==> config.mk <==
export PLATFORM = sky130hd
export DESIGN_NAME = msx_slot_io_bridge_flat
export DESIGN_NICKNAME = d
export VERILOG_FILES = /design/src/rtl/msx_slot_io_bridge_if.sv /design/src/rtl/msx_slot_io_bridge.sv /design/src/flat_wrapper.sv
export SDC_FILE = /design/constraint.sdc
export NUM_CORES = 1
export LEC_CHECK = 0
export BUFFER_PORTS_ARGS = -buffer_cell sky130_fd_sc_hd__buf_2
export CAP_MARGIN = 20
export CORE_UTILIZATION = 49
export DETAILED_ROUTE_END_ITERATION = 8
export PLACE_DENSITY_LB_ADDON = 0.08
export REMOVE_ABC_BUFFERS = 1
export SYNTH_ARGS = -nofsm -noshare
export SYNTH_HDL_FRONTEND = slang
export SYNTH_SLANG_ARGS = --single-unit
==> constraint.sdc <==
create_clock -name clk -period 3 [get_ports clk]
set_input_delay 0.45 -clock clk [delete_from_list [all_inputs] [get_ports clk]]
set_output_delay 0.45 -clock clk [all_outputs]
set_load 0.02 [all_outputs]
==> src/rtl/msx_slot_io_bridge_if.sv <==
// VDP CPU-port request bus: one valid/ready request with a separate
// read-data return strobe.
interface msx_slot_io_bridge_if;
  logic [1:0] bus_address;
  logic       bus_write;
  logic       bus_valid;
  logic       bus_ready;
  logic [7:0] bus_wdata;
  logic [7:0] bus_rdata;
  logic       bus_rdata_en;

  modport master (
    output bus_address,
    output bus_write,
    output bus_valid,
    output bus_wdata,
    input  bus_ready,
    input  bus_rdata,
    input  bus_rdata_en
  );

  modport slave (
    input  bus_address,
    input  bus_write,
    input  bus_valid,
    input  bus_wdata,
    output bus_ready,
    output bus_rdata,
    output bus_rdata_en
  );
endinterface

==> src/rtl/msx_slot_io_bridge.sv <==
// MSX slot I/O front end: syncs Z80 strobes, decodes the VDP port window and
// issues one VDP bus request per I/O cycle. SLOT_WAIT_EN enables /WAIT stretch.
module msx_slot_io_bridge #(
  parameter logic [7:0] IO_BASE     = 8'h88,
  parameter int         SYNC_STAGES = 2
) (
  input  logic       clk,
  input  logic       reset,
  input  logic       slot_iorq_n,
  input  logic       slot_rd_n,
  input  logic       slot_wr_n,
  input  logic [7:0] slot_a,
  input  logic [7:0] slot_d_in,
  output logic [7:0] slot_d_out,
  output logic       slot_data_dir,
  output logic       slot_wait,
  msx_slot_io_bridge_if.master bus
);

  typedef enum logic [1:0] {
    S_IDLE,
    S_REQ,
    S_RDATA,
    S_HOLD
  } state_t;

  state_t r_state;

  logic [SYNC_STAGES-1:0] r_iorq_sync;
  logic [SYNC_STAGES-1:0] r_rd_sync;
  logic [SYNC_STAGES-1:0] r_wr_sync;

  logic [1:0] r_addr;
  logic       r_write;
  logic       r_valid;
  logic [7:0] r_wdata;
  logic [7:0] r_dout;
  logic       r_dir;

  logic w_s_iorq;
  logic w_s_rd;
  logic w_s_wr;
  logic w_hit;
  logic w_match;

  // Flops preset to 1 so the strobes read as inactive out of reset.
  always_ff @(posedge clk or posedge reset) begin
    if (reset) begin
      r_iorq_sync <= '1;
      r_rd_sync   <= '1;
      r_wr_sync   <= '1;
    end else begin
      r_iorq_sync <= {r_iorq_sync[SYNC_STAGES-2:0], slot_iorq_n};
      r_rd_sync   <= {r_rd_sync[SYNC_STAGES-2:0], slot_rd_n};
      r_wr_sync   <= {r_wr_sync[SYNC_STAGES-2:0], slot_wr_n};
    end
  end

  assign w_s_iorq = ~r_iorq_sync[SYNC_STAGES-1];
  assign w_s_rd   = ~r_rd_sync[SYNC_STAGES-1];
  assign w_s_wr   = ~r_wr_sync[SYNC_STAGES-1];

  assign w_hit   = (slot_a[7:2] == IO_BASE[7:2]);
  assign w_match = w_s_iorq & (w_s_rd | w_s_wr) & w_hit;

`ifdef SLOT_WAIT_EN
  logic r_wait;
`endif

  always_ff @(posedge clk or posedge reset) begin
    if (reset) begin
      r_state <= S_IDLE;
      r_addr  <= 2'd0;
      r_write <= 1'b0;
      r_valid <= 1'b0;
      r_wdata <= 8'h00;
      r_dout  <= 8'h00;
      r_dir   <= 1'b0;
`ifdef SLOT_WAIT_EN
      r_wait  <= 1'b0;
`endif
    end else begin
      // Direction follows the synced strobes regardless of FSM progress.
      if (!w_s_iorq || !w_s_rd) begin
        r_dir <= 1'b0;
      end
      unique case (r_state)
        S_IDLE: begin
          if (w_match) begin
            r_addr  <= slot_a[1:0];
            r_write <= w_s_wr;
            r_wdata <= slot_d_in;
            r_valid <= 1'b1;
            r_state <= S_REQ;
            if (!w_s_wr) begin
              r_dir <= 1'b1;
            end
`ifdef SLOT_WAIT_EN
            r_wait  <= 1'b1;
`endif
          end
        end
        S_REQ: begin
          if (bus.bus_ready) begin
            r_valid <= 1'b0;
            if (r_write) begin
              r_state <= S_HOLD;
`ifdef SLOT_WAIT_EN
              r_wait  <= 1'b0;
`endif
            end else if (bus.bus_rdata_en) begin
              r_dout  <= bus.bus_rdata;
              r_state <= S_HOLD;
`ifdef SLOT_WAIT_EN
              r_wait  <= 1'b0;
`endif
            end else begin
              r_state <= S_RDATA;
            end
          end
        end
        S_RDATA: begin
          if (bus.bus_rdata_en) begin
            r_dout  <= bus.bus_rdata;
            r_state <= S_HOLD;
`ifdef SLOT_WAIT_EN
            r_wait  <= 1'b0;
`endif
          end
        end
        S_HOLD: begin
          if (!w_s_iorq) begin
            r_state <= S_IDLE;
          end
        end
        default: r_state <= S_IDLE;
      endcase
    end
  end

  assign bus.bus_address = r_addr;
  assign bus.bus_write   = r_write;
  assign bus.bus_valid   = r_valid;
  assign bus.bus_wdata   = r_wdata;

  assign slot_d_out    = r_dout;
  assign slot_data_dir = r_dir;

`ifdef SLOT_WAIT_EN
  assign slot_wait = r_wait;
`else
  assign slot_wait = 1'b0;
`endif

endmodule

==> src/flat_wrapper.sv <==
// flat-port wrapper written by rule: the top's interface ports become plain ports
module msx_slot_io_bridge_flat 
#(
  parameter logic [7:0] IO_BASE     = 8'h88,
  parameter int         SYNC_STAGES = 2
)
  (clk, reset, slot_iorq_n, slot_rd_n, slot_wr_n, slot_a, slot_d_in, slot_d_out, slot_data_dir, slot_wait, bus_bus_address, bus_bus_write, bus_bus_valid, bus_bus_wdata, bus_bus_ready, bus_bus_rdata, bus_bus_rdata_en);
  msx_slot_io_bridge_if bus_i ();
  input  logic clk;
  input  logic reset;
  input  logic slot_iorq_n;
  input  logic slot_rd_n;
  input  logic slot_wr_n;
  input  logic [7:0] slot_a;
  input  logic [7:0] slot_d_in;
  output logic [7:0] slot_d_out;
  output logic slot_data_dir;
  output logic slot_wait;
  output wire logic [$bits(bus_i.bus_address)-1:0] bus_bus_address;
  output wire logic [$bits(bus_i.bus_write)-1:0] bus_bus_write;
  output wire logic [$bits(bus_i.bus_valid)-1:0] bus_bus_valid;
  output wire logic [$bits(bus_i.bus_wdata)-1:0] bus_bus_wdata;
  input wire logic [$bits(bus_i.bus_ready)-1:0] bus_bus_ready;
  input wire logic [$bits(bus_i.bus_rdata)-1:0] bus_bus_rdata;
  input wire logic [$bits(bus_i.bus_rdata_en)-1:0] bus_bus_rdata_en;
  assign bus_bus_address = bus_i.bus_address;
  assign bus_bus_write = bus_i.bus_write;
  assign bus_bus_valid = bus_i.bus_valid;
  assign bus_bus_wdata = bus_i.bus_wdata;
  assign bus_i.bus_ready = bus_bus_ready;
  assign bus_i.bus_rdata = bus_bus_rdata;
  assign bus_i.bus_rdata_en = bus_bus_rdata_en;
  msx_slot_io_bridge #(.IO_BASE(IO_BASE), .SYNC_STAGES(SYNC_STAGES)) u_core (.clk(clk), .reset(reset), .slot_iorq_n(slot_iorq_n), .slot_rd_n(slot_rd_n), .slot_wr_n(slot_wr_n), .slot_a(slot_a), .slot_d_in(slot_d_in), .slot_d_out(slot_d_out), .slot_data_dir(slot_data_dir), .slot_wait(slot_wait), .bus(bus_i));
endmodule
==> results of run 1 <==
## cell usage in the layout, fill, tap and decap left out
cell and instances:
nand3_1 1, nor4b_1 1, clkbuf_1 1, a21o_1 1, conb_1 1, buf_16 1
o21ai_0 3, clkinv_2 2, nor4b_4 1, nand2_1 4, nand3b_1 1, mux2_2 20
a31oi_1 1, ha_1 4, dfrtp_1 23, o21ba_1 1, o221ai_1 1, nor2_1 1
nand2b_1 2, inv_1 6, dfstp_2 6, nand4_4 1, clkbuf_4 5, nor3b_1 1
a21oi_1 2, buf_2 51
## stage by stage
stage               hold slack [ns]  total power [mW]  area, sq um  worst slack [ns]
floorplan                     0.345             0.849         1200              1.42
global placement              0.346             0.969         1490              1.27
detailed placement            0.347             0.986         1490              1.18
CTS                           0.215              1.21         1540              1.25
global route                 0.0933              1.28         1570              1.15
finish                       0.0852              1.20         1570              1.27
## worst max-delay path, stage by stage, from the launching register on
cell,delay (ns)
dfrtp_1,0.43
inv_1,0.08
ha_1,0.25
nand3b_1,0.10
o21ai_0,0.07
nand2_1,0.29
mux2_2,0.38
## registers in the layout (all words and copies together) (netlist names)
register	flops
u_core.bus.bus_wdata	8
u_core.slot_d_out	8
u_core.bus.bus_address	2
u_core.r_iorq_sync	2
u_core.r_rd_sync	2
u_core.r_state	2
u_core.r_wr_sync	2
u_core.bus.bus_valid	1
u_core.bus.bus_write	1
u_core.slot_data_dir	1
## metal layers
layer | track usage [%] | wire length [microns] | part of all wire [%] | vias up
li1 | - | - | - | 403
met1 | 20.8 | 877 | 40 | 398
met2 | 31.0 | 1170 | 53 | 35
met3 | 6.43 | 120 | 5.4 | 4
met4 | 8.11 | 38 | 1.7 | 0
met5 | 0 | 0 | 0 | -
## where the power goes
part / leakage (nW) / switching, mW / internal, mW
registers: 0.361 / 0.0492 / 0.485
clock network: 0.0320 / 0.129 / 0.0891
logic: 0.448 / 0.240 / 0.204
total: 0.841 / 0.418 / 0.778
## final timing paths
| path | cells after the start | startpoint | to | slack (ns) |
|---|---|---|---|---|
| setup / recovery | 6 | u_core.r_state[1] | u_core.slot_d_out[1] | 1.27 |
| hold / removal | 2 | reset | u_core.slot_d_out[2] | 0.09 |
| setup reg to reg | 6 | u_core.r_state[1] | u_core.slot_d_out[1] | 1.27 |
| hold reg to reg | 0 | u_core.r_rd_sync[0] | u_core.r_rd_sync[1] | 0.36 |
| max in group asynchronous | 3 | reset | u_core.r_wr_sync[0] | 2.42 |
| min in group clk | 1 | slot_iorq_n | u_core.r_iorq_sync[0] | 0.23 |
## layout make-up
cell class	count	area, sq um
sequential	29	733
fill	175	709
multi-input combinational	47	442
timing repair buffer	52	283
clock buffer	6	41.3
tap	28	35.0
inverter	6	22.5
clock inverter	2	10.0
## cells by family after synthesis
| family | after synthesis |
|---|---|
| flops | 29 |
| other cells | 1 |
| mux | 20 |
| compound gates | 9 |
| simple gates | 13 |
| buf+inv | 8 |
| fa+ha+maj | 4 |
==> results.txt, run 1 <==
The average vias per placed instance came out at 4.94. After detailed routing, the number of remaining DRC violations is 0. Summing the areas of all compound-gate instances in the mapped netlist gives 4.73% of the synthesized area. The number of detailed-route iterations in the first pass is 4.

The global-route wire length before repair is 3440 microns. After synthesis, the cell types taking the most area are dfrtp_1 (47%), mux2_2 (19%), dfstp_2 (13%). Data arrives at the worst endpoint at 1.93 ns. The iteration-0 DRC count of the detailed router is 3. The clock latency at the later pin of the worst-skew pair is 0.32 ns. The synthesis warning total came out at 0.

The count of max-cap constraint violations came out at 0. The critical-path maximum fanout came out at 8. TritonCTS built the clock tree.

The count of state elements after synthesis came out at 29. The proportion of register bits with asynchronous set or reset after synthesis came out at 100%. The number of standard cells in the layout, taps in and fillers out is 170. The synthesized netlist devotes 8.64% of its cell area to simple gates. By area, the combinational part of the netlist is dominated by multiplexers. The count of hold-fix buffers inserted at cts came out at 0. The die height came out at 51.8 microns. The proportion of layout cells with a drive suffix above 1 is 61.3%. Data on the critical path is required at its endpoint by 3.20 ns.

The remaining global-route overflow came out at 0. The worst setup path is of the reg -> reg kind. The count of endpoints failing hold in the final timing report was 0. STA classifies the critical path endpoint as a flop. After floorplanning, the core was sized to cover 0.00228 sq mm.

The overall die area came out at 0.00269 sq mm. The maximum count of clock buffers along a single path is 2. Summed over all cells, the static leakage comes to 0.841 nW.

The number of antenna violations at the first check in global routing is 0. The accumulated negative setup slack came out at 0 ns. The fraction of the yosys area taken by sequential cells came out at 60.3%. Setup repair after global routing left no endpoint under its margin.

The post-synthesis area per instance came out at 14.5 sq um. The post-layout net count is 176. The HPWL after detailed placement is 1540 microns. The smallest clock period supported by the final layout is computed as 1.73 ns. The maximum vdd ir drop is 548 uV. In the synthesized netlist, the number of instances is 84. The number of rows in the core area is 17. Once detail routing completed, the nets flagged for antenna violations numbered 0. Yosys mapped a number of flops with a built-in enable equal to 0. The I/O pin count came out at 53.

The clock-pin transition on the worst setup and hold timing paths came out at 0.10 ns. Multiplexer cells account for 18.5% of the synthesized area. The routed length per instance is 13.0 microns. The relative slew slack came out at 66.5%. The placer's final routability congestion estimate is 0.662.

The most used flip-flop cell after synthesis is dfrtp_1. The cell chosen for the clock root is clkbuf_4. The biggest area contributor in the post-synthesis netlist is dfrtp_1. Entering global routing, the biggest net connects 30 pins. The count of placed standard cells including taps came out at 161. The slew at the pin closest to its max-slew limit is 0.501 ns. The total via count in the routed design is 840. STA classifies the critical path startpoint as a flop. The total of endpoints with negative setup slack in the final report came out at 0. In this run the tool buffered the top-level ports with 51 buffer cells. The effective utilization at floorplan came out at 53.4%.

The buffer count from post-CTS setup fixing is 0. Counting instances in the post-synthesis netlist gives the leading cell types as dfrtp_1 (23), mux2_2 (20), dfstp_2 (6), inv_1 (6). The flow ran to the end, and the final reports show no timing, DRC or antenna violations. After Yosys synthesis, full adders, half adders and majority gates account for 4.12% of the synthesized area. The overall fraction of global-route tracks in use came out at 18.4%.

The post-layout utilization of the core is 68.8%. The die width came out at 51.8 microns. The area growth from synthesis to layout is 28.8%. The number of global-route vias before repair was 816. The power per cell area is 763 mW/mm^2. The largest clock skew in the final design is 0.0160 ns. The share of the cycle needed by the critical path after routing is 57.6%. The number of pins exceeding their max-slew limit in the final report came to 0. Based on the critical path, the design can be clocked at up to 579 MHz.

After clock tree synthesis, the repair step resized 0 gates. The clock net in this run drives a total of 29 sinks. By instance count, the leading cell after synthesis is dfrtp_1. The area share of the leading cell type in the synthesized netlist came out at 47.3%. The clock tree synthesis step divided the H-tree into 2 levels. The repair_antennas step left the layout with diodes totalling 0. Wires add up to 2200 microns. The area of the mapped netlist came out at 0.00122 sq mm. The parity-gate share of the synthesized area counting xor and xnor cells came out at 0%. The number of CTS-inserted buffers is 5. The min-delay analysis places its worst path in the category in -> async.

The count of distinct cell types in the synthesized netlist came out at 23.
Power figures use the tool's default switching activity.
==> inputs of run 2 (changes only) <==
- CORE_UTILIZATION: 49 -> 41
- clock period: 3 -> 1.5 ns (I/O delays scaled with it)
==> results.txt, run 2 (same netlist as run 1, synthesis figures left out) <==
The worst setup slack before clock tree synthesis is -0.0665 ns (-1.24 ns). The overall die area was 0.00319 sq mm (+19%). TritonCTS built the clock tree. The worst hold path belongs to the class in -> reg. The count of H-tree levels built during CTS is 2 (unchanged).

The I/O pin count is 53 (unchanged). The count of max-cap constraint violations is 0 (unchanged). The clock sink count is 29 (unchanged). The power per cell area came out at 1640 mW/mm^2 (+120%). Leaving out fill and tap cells, the most frequent cells in the layout are buf_2 (51), dfrtp_1 (22), mux2_2 (19). The run finished, with violations left. The maximum count of clock buffers along a single path is 2 (unchanged). The worst setup path is captured at a flop. The post-layout utilization of the core came out at 64.2% (-4.6 points). The largest clock skew in the final design is 0.00576 ns (-0.0102 ns). The worst reg-to-reg path cell count was 7 (+1). The number of standard cells in the layout, taps in and fillers out is 187 (+10%).

Traced cell by cell, the critical path runs through inv_2, ha_4, inv_4, o21ai_2, nand2_2, buf_12, mux2_4. The total of endpoints with negative setup slack in the final report is 3 (+3). The least setup slack across all paths after layout came out at -0.0173 ns (-1.29 ns). The routed length per instance was 13.7 microns (+5.6%). The cell chosen for the clock root is clkbuf_4. The placer's final routability congestion estimate came to 0.735 (+11%).

The endpoint required time on the critical path is 1.71 ns (-1.49 ns). The number of CTS-inserted buffers was 5 (unchanged). The total via count in the routed design is 914 (+8.8%).

The post-layout net count is 190 (+8.0%). The final period demand of the worst path came out at 1.52 ns (-0.210 ns). The startpoint type of the worst setup path is a flop. The average vias per placed instance is 4.89 (-1.1%). The critical-path maximum fanout came out at 8 (unchanged).

The worst hold path was traced through 2 stages. Setup repair after global routing could not meet its margin everywhere. The die height is 56.5 microns (+9.0%). The effective utilization at floorplan is 43.7% (-9.7 points).

The setup path with the least slack is of type reg -> reg. The overall routed net length is 2560 microns (+16%). The post-route antenna net violation count was 0 (unchanged). The accumulated negative setup slack is -0.0270 ns (-0.0270 ns).

The maximum frequency from static timing analysis came out at 659 MHz (+14%). The critical-path cell with the highest stage delay is dfrtp_1. The global-route wire length before repair came to 4210 microns (+22%). The overall fraction of global-route tracks in use is 18.4% (+0.023 points). The number of global-route vias before repair is 977 (+20%).

The count of placed standard cells including taps is 170 (+5.6%). The remaining global-route overflow is 0 (unchanged). The number of detailed-route iterations in the first pass is 3 (-1). Compared with the post-synthesis result, the final layout area differs by 46.8%. The count of endpoints failing hold in the final timing report is 0 (unchanged). The maximum cell stage delay along the critical path came out at 0.44 ns (about the same). The clock latency at the later pin of the worst-skew pair came out at 0.33 ns (about the same). The proportion of layout cells with a drive suffix above 1 is 69.9% (+8.6 points).

The number of rows in the core area is 19 (+2). The library cell used most frequently in the layout, excluding fill and tap cells, is buf_2. The die width is 56.5 microns (+9.0%). The checks that failed: setup timing. The count of antenna diodes in the layout came out at 0 (unchanged). The maximum vdd ir drop came to 1140 uV (+110%). The number of pins exceeding their max-slew limit in the final report came out at 0 (unchanged).

The number of filler cells placed in the layout came out at 225 (+29%). The core area came to 0.00278 sq mm (+22%). The arrival time at the worst endpoint came to 1.73 ns (-0.20 ns). The number of antenna violations at the first check in global routing was 0 (unchanged). The standby leakage power came out at 0.929 nW (+11%). The total of buffers placed on input and output ports is 51 (unchanged).

The iteration-0 DRC count of the detailed router came out at 9 (+6). The half-perimeter wire length after placement came out at 1630 microns (+5.7%). The worst hold slack came to 0.120 ns (+0.0349 ns). The share of the cycle needed by the critical path after routing came out at 101% (+44 points). The clock-pin transition on the worst setup and hold timing paths came to 0.09 ns (about the same).

The remaining design rule violation count is 0 (unchanged). The maximum number of pins on one net before global-route repair came out at 30 (unchanged).
run 2: cell type report:
type	instances	area, sq um	area share (%)
Timing Repair Buffer	65	383	21.4
Sequential cell	29	734	41.1
Tap cell	31	38.8	2.17
Clock inverter	1	5.00	0.280
Multi-Input combinational cell	48	532	29.8
Inverter	6	27.5	1.54
Clock buffer	7	65.1	3.64
run 2: through the flow:
stage / power [mW] / instance area [sq um]
final: 2.94 / 1790
after global routing: 3.11 / 1790
after CTS: 2.77 / 1730
after detailed placement: 2.09 / 1550
after global placement: 2.05 / 1550
after floorplan: 1.70 / 1200
run 2: critical path, delay by kind of cell (launching register included):
family	cells	cell delay, ns
AOI/OAI and AO/OA	1	0.11
muxes	1	0.29
adders and majority gates	1	0.16
buffers and inverters	3	0.33
and+or+nand+nor	1	0.08
DFF	1	0.44
run 2: timing repair:
action                                  in CTS  in global routing
endpoints found under the hold margin       26                  0
gates resized for setup                     13                  7
gates cloned                                 1                  0
endpoints found under the setup margin      22                 22
buffers inserted                             2                  2
pin swaps                                    5                  4
hold buffers                                 4                  0
run 2: worst paths after layout:
check,start,end,slack (ns)
worst max-delay path,u_core.r_state[0],u_core.slot_d_out[3],-0.02
worst min-delay path,slot_d_in[1],u_core.bus.bus_wdata[1],0.12
worst max register to register,u_core.r_state[0],u_core.slot_d_out[3],-0.02
worst min register to register,u_core.r_rd_sync[0],u_core.r_rd_sync[1],0.36
max in group asynchronous,reset,u_core.r_rd_sync[0],0.67
min in group asynchronous,reset,u_core.slot_data_dir,0.52
run 2: report_power, final:
group | internal, mW | switching (mW) | leakage, nW
Sequential | 0.972 | 0.124 | 0.360
Clock | 0.271 | 0.267 | 0.0413
Combinational | 0.660 | 0.641 | 0.528
Total | 1.90 | 1.03 | 0.929
run 2: layer usage:
layer / part of all wire (%) / vias up / global-route usage, % / wire length [microns]
li1: - / 431 / - / -
met1: 35 / 443 / 18.5 / 900
met2: 57 / 34 / 31.9 / 1460
met3: 6.0 / 6 / 8.53 / 154
met4: 1.7 / 0 / 8.71 / 44
met5: 0 / - / 0 / 0
==> inputs of run 3 (changes only) <==
- CELL_PAD_IN_SITES_DETAIL_PLACEMENT: not set -> 1
- CELL_PAD_IN_SITES_GLOBAL_PLACEMENT: not set -> 1
- CORE_UTILIZATION: 41 -> 32
==> results.txt, run 3 (same netlist as run 1, synthesis figures left out) <==
The worst hold path belongs to the class in -> async. The area growth from synthesis to layout came out at 42.3%. The final period demand of the worst path came out at 1.50 ns (-0.0169 ns).

The number of antenna violations at the first check in global routing came out at 0 (unchanged). The maximum cell stage delay along the critical path is 0.44 ns (about the same). The count of cell instances traversed by the critical path came to 7 (unchanged).

The run finished, with violations left. The worst register-to-register path ends at u_core.slot_d_out[6]. The internal power came out at 1.86 mW (-2.3%). The least setup slack across all paths after layout came out at -0.000390 ns (+0.0169 ns). The number of CTS-inserted buffers came out at 5 (unchanged). The maximum frequency from static timing analysis is 666 MHz (+1.1%). The share of the cycle needed by the critical path after routing came out at 100% (-1.1 points).

The iteration-0 DRC count of the detailed router is 4 (-5). The tree is rooted in a clkbuf_8. The number of filler cells placed in the layout is 415 (+84%). The power consumption is 2.81 mW (-4.4%). The count of antenna diodes in the layout came to 0 (unchanged). The reg2reg setup slack came out at -0.0004 ns (+0.02 ns). The power per cell area is 1620 mW/mm^2 (-1.3%). The worst reg-to-reg path cell count is 7 (unchanged).

The combinational power share came out at 39.5% (-4.8 points). The number of buffer and inverter stages on the critical path is 3 (unchanged). On the critical path, the stage with the largest delay is an instance of dfrtp_2. The worst hold slack is 0.00952 ns (-0.111 ns). The global-route wire length before repair came out at 4150 microns (-1.3%).

The remaining design rule violation count came out at 0 (unchanged). The effective utilization at floorplan is 33.2% (-11 points). The remaining global-route overflow is 0 (unchanged). The die width is 63.7 microns (+13%). The post-route antenna net violation count came out at 0 (unchanged). The half-perimeter wire length after placement came to 1770 microns (+9.1%). The number of rows in the core area came out at 22 (+3).

The post-layout net count came out at 186 (-2.1%). The endpoint required time on the critical path is 1.66 ns (-0.05 ns). The overall fraction of global-route tracks in use is 13.7% (-4.7 points).

The share of power burned in the clock network was 21.7% (+3.4 points). The library cell used most frequently in the layout, excluding fill and tap cells, is buf_2. The TritonCTS clock tree is built.

The count of H-tree levels built during CTS is 2 (unchanged). The clock sink count came out at 29 (unchanged). The worst setup path is of the reg -> reg kind.

The kind of cell adding the most delay to the critical path is flip-flops. The overall routed net length came out at 2340 microns (-8.6%). Traced cell by cell, the critical path runs through inv_2, ha_2, inv_2, o21ai_1, nand2_1, buf_12, mux2_2.

The largest clock skew in the final design came out at 0.00314 ns (-0.00262 ns). The placer's final routability congestion estimate came out at 0.703 (-4.3%). The core area came to 0.00366 sq mm (+32%). The total of endpoints with negative setup slack in the final report came out at 2 (-1). The clock latency at the later pin of the worst-skew pair came to 0.27 ns (-0.06 ns).

Setup repair after global routing could not meet its margin everywhere. The maximum number of pins on one net before global-route repair is 30 (unchanged). STA classifies the critical path startpoint as a flop. The first element of the critical path is u_core.r_state[0]. The average vias per placed instance came out at 4.40 (-10%). The final reports fail on setup timing. The fraction of power spent switching nets came out at 33.7% (-1.4 points). The clock-pin transition on the worst setup and hold timing paths is 0.06 ns (-0.03 ns). The arrival time at the worst endpoint came out at 1.66 ns (-0.07 ns). The proportion of layout cells with a drive suffix above 1 is 69.7% (-0.13 points). The standby leakage power came out at 0.901 nW (-3.0%). In the layout the commonest cells are buf_2 (51), dfrtp_1 (21), mux2_2 (20). The startpoint identified for the worst register-to-register timing path is u_core.r_state[0].

The count of hold-fix buffers inserted at cts is 0 (-4). The routed length per instance was 11.7 microns (-15%). The count of endpoints failing hold in the final timing report came out at 0 (unchanged). The critical-path maximum fanout came out at 8 (unchanged). The total via count in the routed design was 879 (-3.8%).

The proportion of power drawn by flip-flops and latches came to 38.8% (+1.5 points). The die height came out at 63.7 microns (+13%). The count of max-cap constraint violations is 0 (unchanged). The number of pins exceeding their max-slew limit in the final report is 0 (unchanged).

The cell that appears most often on the critical path is inv_2. The overall die area is 0.00405 sq mm (+27%). The switching power summed over all nets came out at 0.946 mW (-8.3%). The maximum vdd ir drop was 925 uV (-19%). The number of global-route vias before repair came to 903 (-7.6%). The worst setup slack before clock tree synthesis came out at -0.0600 ns (+0.00650 ns). The maximum count of clock buffers along a single path was 2 (unchanged). The number of detailed-route iterations in the first pass is 2 (-1). The total of buffers placed on input and output ports is 51 (unchanged).

The I/O pin count came out at 53 (unchanged). The end of the critical path is u_core.slot_d_out[6]. The critical path endpoint category is a flop.
## run 3: cell types whose count changed in the layout (fill, tap and decap cells not counted), sizes merged
| cell | delta |
|---|---|
| clkbuf | -2 |
| clkinvlp | +1 |
| nand4 | -1 |
| clkinv | +1 |
| buf | +1 |
| dlygate4sd3 | -4 |
## run 3: how the worst min path moves through the flow
stage                startpoint  slack [ns]                      end  depth (start not counted)
floorplan           slot_iorq_n        0.23    u_core.r_iorq_sync[0]                          0
global placement          reset        0.31     u_core.slot_d_out[3]                          3
detailed placement        reset        0.32     u_core.slot_d_out[7]                          3
CTS                       reset        0.02  u_core.bus.bus_wdata[7]                          3
global route          slot_wr_n        0.03      u_core.r_wr_sync[0]                          1
finish                    reset        0.01     u_core.slot_d_out[4]                          3
## run 3: stage by stage
stage / setup TNS (ns) / instance area (sq um) / cells / utilization [%]
finish: -0.000468 / 1730 / 200 / 47.3
global placement: -0.192 / 1610 / 191 / 44.1
floorplan: -0.0315 / 1200 / 82 / -
CTS: -0.000518 / 1720 / 200 / 47.1
global route: -0.960 / 1730 / 200 / 47.3
detailed placement: -0.486 / 1610 / 191 / 44.1
## run 3: timing repair
action / 4_1_cts / 5_1_grt
gates resized for setup: 8 / 2
gates cloned: 0 / 0
buffers inserted: 1 / 0
endpoints found under the setup margin: 12 / 22
pin swaps: 3 / 0
## run 3: final cells by class
class,count,area [sq um],area share (%)
Clock inverter,3,17.5,1.01
Tap cell,48,60.1,3.47
Timing Repair Buffer,62,363,21.0
Sequential cell,29,736,42.5
Multi-Input combinational cell,47,463,26.8
Inverter,6,22.5,1.30
Clock buffer,5,68.8,3.98
## run 3: power groups by stage
stage | sequential [mW] | clock (mW) | combinational (mW)
CTS | 1.09 | 0.638 | 1.11
global placement | 1.07 | 0 | 1.03
floorplan | 1.25 | 0 | 0.445
global route | 1.12 | 0.670 | 1.21
finish | 1.09 | 0.609 | 1.11
detailed placement | 1.08 | 0 | 1.06
## run 3: per-layer routing
metal  GRT usage, %  share of wire (%)  vias up
met1           17.0                 44      419
met3           5.25                7.3        6
met4           6.82                2.2        0
met2           20.6                 46       33
li1               -                  -      421
met5              0                  0        -
## run 3: worst min-delay path, delay by kind of cell
kind / cells / cell delay, ns
buffers and inverters: 3 / 0.46
